File: src/rtl/pattern_det_prog.sv
// pattern_det_prog: programmable serial pattern detector with a saturating match counter.
// A PAT_LEN-bit window collects accepted bits; a match is registered when the
// full window equals the stored pattern. The pattern and the overlap mode are
// loaded at run time. Optional feature macro: PDET_MASK_EN adds a per-bit
// don't-care mask (mask_i) that is sampled together with the pattern.
module pattern_det_prog #(
    parameter int                 PAT_LEN = 5,
    parameter int                 CNT_W   = 8,
    parameter logic [PAT_LEN-1:0] PAT_RST = 5'b01101
) (
    input  logic               clk,
    input  logic               rst,
    input  logic               d_i,
    input  logic               valid_i,
    input  logic               load_i,
    input  logic [PAT_LEN-1:0] pat_i,
    input  logic               overlap_i,
`ifdef PDET_MASK_EN
    input  logic [PAT_LEN-1:0] mask_i,
`endif
    input  logic               clr_cnt_i,
    output logic               pattern,
    output logic [CNT_W-1:0]   match_cnt_o,
    output logic               busy_o
);

    localparam int                FILL_W = $clog2(PAT_LEN + 1);
    localparam logic [FILL_W-1:0] FULL   = FILL_W'(PAT_LEN);

    logic [PAT_LEN-1:0] window;
    logic [PAT_LEN-1:0] window_next;
    logic [PAT_LEN-1:0] pat_q;
    logic [PAT_LEN-1:0] mask_q;
    logic [FILL_W-1:0]  fill;
    logic [FILL_W-1:0]  fill_inc;
    logic               overlap_q;
    logic               accept;
    logic               hit;

    // Post-shift window and fill for the bit offered this cycle, and the match decision.
    always_comb begin
        // NOTE: every output of a combinational block gets a value on every path; here
        // all of them are plain unconditional assignments, so no latch can be inferred.
        accept      = valid_i & ~load_i;
        window_next = {window[PAT_LEN-2:0], d_i};
        fill_inc    = (fill == FULL) ? fill : fill + FILL_W'(1);
        hit         = accept
                      && (((window_next ^ pat_q) & ~mask_q) == '0)
                      && (fill_inc == FULL);
    end

    // Stored pattern and detection mode; load_i replaces them.
    always_ff @(posedge clk or posedge rst) begin
        if (rst) begin
            pat_q     <= PAT_RST;
            overlap_q <= 1'b1;
        end else if (load_i) begin
            // NOTE: sequential state uses non-blocking assignments so every register
            // samples pre-edge values, independent of block ordering.
            pat_q     <= pat_i;
            overlap_q <= overlap_i;
        end
    end

`ifdef PDET_MASK_EN
    // Don't-care mask, loaded alongside the pattern; a 1 ignores that bit position.
    always_ff @(posedge clk or posedge rst) begin
        if (rst) begin
            mask_q <= '0;
        end else if (load_i) begin
            mask_q <= mask_i;
        end
    end
`else
    assign mask_q = '0;
`endif

    // Shift window and fill: load clears, accepted bits shift in, gaps hold.
    always_ff @(posedge clk or posedge rst) begin
        if (rst) begin
            window <= '0;
            fill   <= '0;
        end else if (load_i) begin
            window <= '0;
            fill   <= '0;
        end else if (accept) begin
            window <= window_next;
            // Non-overlap mode restarts the fill so the next match needs all fresh bits.
            fill   <= (hit && !overlap_q) ? '0 : fill_inc;
        end
    end

    // Registered one-cycle match pulse.
    always_ff @(posedge clk or posedge rst) begin
        if (rst) begin
            pattern <= 1'b0;
        end else begin
            pattern <= hit;
        end
    end

    // Saturating match counter; a clear wins over a coincident match.
    always_ff @(posedge clk or posedge rst) begin
        if (rst) begin
            match_cnt_o <= '0;
        end else if (clr_cnt_i) begin
            match_cnt_o <= '0;
        end else if (hit && (match_cnt_o != '1)) begin
            match_cnt_o <= match_cnt_o + CNT_W'(1);
        end
    end

    assign busy_o = (fill < FULL);

endmodule

File: config.mk
export PLATFORM = sky130hd
export DESIGN_NAME = pattern_det_prog
export DESIGN_NICKNAME = d
export VERILOG_FILES = /design/src/rtl/pattern_det_prog.sv
export SDC_FILE = /design/constraint.sdc
export NUM_CORES = 1
export LEC_CHECK = 0
export CORE_MARGIN = 1.5
export CORE_UTILIZATION = 51
export DETAILED_ROUTE_END_ITERATION = 8
export MAX_ROUTING_LAYER = met4
export PLACE_DENSITY = 0.79
export SYNTH_ARGS = -nofsm -noshare
export SYNTH_HDL_FRONTEND = slang
export SYNTH_SLANG_ARGS = --single-unit
File: constraint.sdc
create_clock -name clk -period 4.2 [get_ports clk]
set_input_delay 1.26 -clock clk [delete_from_list [all_inputs] [get_ports clk]]
set_output_delay 1.26 -clock clk [all_outputs]
set_load 0.005 [all_outputs]
==> impl_metrics.toml <==
[yosys]
synth_area_um2 = 1110
synthTopCellsByArea = "dfrtp_1 (41%), dfstp_2 (9.5%), mux2_2 (6.1%)"
mappedNetlistNets = 118
synthCells = 103
yosysMostFrequentCell = "dfrtp_1"
async_flop_share = 1.00
synth-seq-area-share = 0.501
synth_ff_type = "dfrtp_1"
synth-edff-count = 0
ys_types = 28
syn-mean-instance-area_um2 = 10.8
yosys_warnings = 0
synth_top_cell_area_share = 0.406
ys_seq_elements = 22
ys_top_cells_by_count = "dfrtp_1 (18), nor2_1 (13), xnor2_1 (7)"
yosys.area.top_type = "dfrtp_1"

[sta]
slew_headroom = 0.463
hold_viol = 0
rsz0062_at_grt = "false"
finalSetupTns_ps = 0
report.final.slew_viol_count = 0
finalCriticalPeriod_ps = 3230
timing.fmax_mhz = 309
worst_pin_slew_ps = 805
finalCritPeriodShare = 0.770
setup_viol = 0
clock_skew_ps = 2.08

[grt]
grt_overflow = 0
grt_max_degree = 23
global_route.usage.met3 = 0.0333
antenna_found_initial = 0
gr-usage-met2 = 0.307
busiest_layer = "met2"
grt_pass1_vias = 909
grt_use_met1 = 0.252
grt_pass1_wl_mm = 3.71
grt_use_total = 0.199

[die]
die_w_um = 49.7
dieHeight_um = 49.7
ios = 22
initial_core_util = 0.554
dieArea_um2 = 2470
core_um2 = 2000
rows = 16

[critical_path]
crit_arrival_ps = 3470
r2r_start = "pat_q[2]"
rrSetupSlack_ps = 2010
worst-path-max-fanout = 10
start_kind = "primary input"
cp-end-kind = "register"
worstSetupPathType = "in -> reg"
rr_endpoint = "match_cnt_o[5]"
worst_r2r_path_depth = 5
cp.required_ps = 4440

[drt]
vias = 851
drt-initial-drc-count = 9
via_per_inst = 5.60
avgRoutedWirePerCell_um = 13.1
drtAntennaViolNets = 0
firstDrtPassIters = 4
drc = 0
wirelength_mm = 1.99

[final_layout]
antenna_cells = 0
nNetsFinal = 141
fill_cells = 155
syn_to_final_growth_pct = 23.2
regArea_um2 = 556
drive_above_1_share = 0.136
multi_input_area_um2 = 517

[min_path]
min_to = "pat_q[1]"
hp-class = "reg -> reg"
holdPathStages = 1
min-delay-start = "pat_q[1]"

[outcome]
status = "complete, no violations"

[clocking]
cts_buffer_depth = 2
clock-sinks = 22
cts_max_level = 1
cts_made_buffers = 3
clk_latency_ps = 310
cts-root-buf = "clkbuf_4"
cts_resized = 0
cts_tree = "built"
hold_buffers = 0
postCtsSetupBuffers = 0
clkTransAtPathRegs_ps = 120

[power]
power.static_leakage_nw = 0.570
fin_total_pwr_mw = 0.390
ir_worst_vdd_mv = 0.215
cellPowerDensity_nw_per_um2 = 286

[placement]
gp_congestion = 0.840
io_buffers = 21
place.detailed.hpwl_mm = 1.49

[flow_run]
cap_violations = 0
-- kinds of logic (layout without fill, tap and decap cells) --
| kind of cell | after synthesis | count (layout) | synth area share |
|---|---|---|---|
| AND/OR/NAND/NOR | 40 | 40 | 0.193 |
| flip-flops | 22 | 22 | 0.501 |
| AO/OA/AOI/OAI | 13 | 13 | 0.0699 |
| multiplexers | 11 | 11 | 0.106 |
| XOR/XNOR | 8 | 8 | 0.0631 |
| buffers and inverters | 6 | 28 | 0.0338 |
| adder cells (fa/ha/maj) | 3 | 3 | 0.0338 |
-- registers in the layout, indices dropped and copies added (netlist names) --
signal	flops
overlap_q	1
match_cnt_o	8
window	4
pattern	1
fill	3
pat_q	5
-- worst max-delay path, cell delays in order --
cell             delay, ps
clkdlybuf4s50_1        730
and2b_1                200
nand4_2                130
or3_1                  490
or4_1                  510
a21oi_1                160
-- cells in the final DEF (no fill, tap or decap) --
cell | synthesis | layout
a22oi_1 | 1 | 1
a21oi_1 | 6 | 6
nand3_1 | 6 | 6
o21ai_0 | 2 | 2
nor2_1 | 13 | 13
buf_4 | 0 | 1
mux2_2 | 6 | 6
mux2i_1 | 5 | 5
nor4b_1 | 1 | 1
or4_1 | 3 | 3
inv_1 | 2 | 2
a211oi_1 | 1 | 1
clkdlybuf4s50_1 | 0 | 21
or3_1 | 3 | 3
o31ai_1 | 3 | 3
nand4_1 | 2 | 2
nand3b_1 | 2 | 2
dfrtp_1 | 18 | 18
clkbuf_8 | 0 | 1
nor4_1 | 1 | 1
and2b_2 | 1 | 1
xnor2_1 | 7 | 7
nand4_2 | 1 | 1
dfstp_2 | 4 | 4
xor2_1 | 1 | 1
ha_1 | 3 | 3
clkbuf_4 | 0 | 3
nand2_1 | 6 | 6
and2b_1 | 1 | 1
-- worst max-delay path by stage --
stage	from	endpoint	slack [ps]	depth (start not counted)
floorplan	valid_i	match_cnt_o[5]	1440	7
global placement	valid_i	match_cnt_o[7]	730	6
detailed placement	valid_i	match_cnt_o[5]	660	6
CTS	valid_i	match_cnt_o[5]	990	6
global route	valid_i	match_cnt_o[5]	860	6
finish	valid_i	match_cnt_o[5]	970	6
-- area by class of cell --
| type | count | share of cell area |
|---|---|---|
| flip-flops and latches | 22 | 0.406 |
| multi-input cells | 75 | 0.378 |
| inverters | 2 | 0.00549 |
| clock buffers | 4 | 0.0265 |
| repair buffers | 22 | 0.159 |
| well taps | 27 | 0.0247 |
-- routing by layer --
layer	vias to the layer above	share of wire
li1	409	-
met1	404	0.45
met2	31	0.49
met3	7	0.043
met4	0	0.020
met5	-	0
-- power breakdown --
part	internal [mW]	switching [mW]	total, mW
Combinational	0.0244	0.0193	0.0438
Clock	0.0529	0.0639	0.117
Sequential	0.223	0.00685	0.230
-- per-stage QoR --
stage	hold slack, ps	std cells	worst slack (ps)	utilization	instance area [um^2]
floorplan	502	103	1440	-	1110
global route	571	152	859	0.683	1370
finish	546	152	966	0.683	1370
detailed placement	520	148	663	0.665	1330
CTS	548	152	989	0.683	1370
global placement	516	148	734	0.665	1330
(Power assumes the default switching activity.)
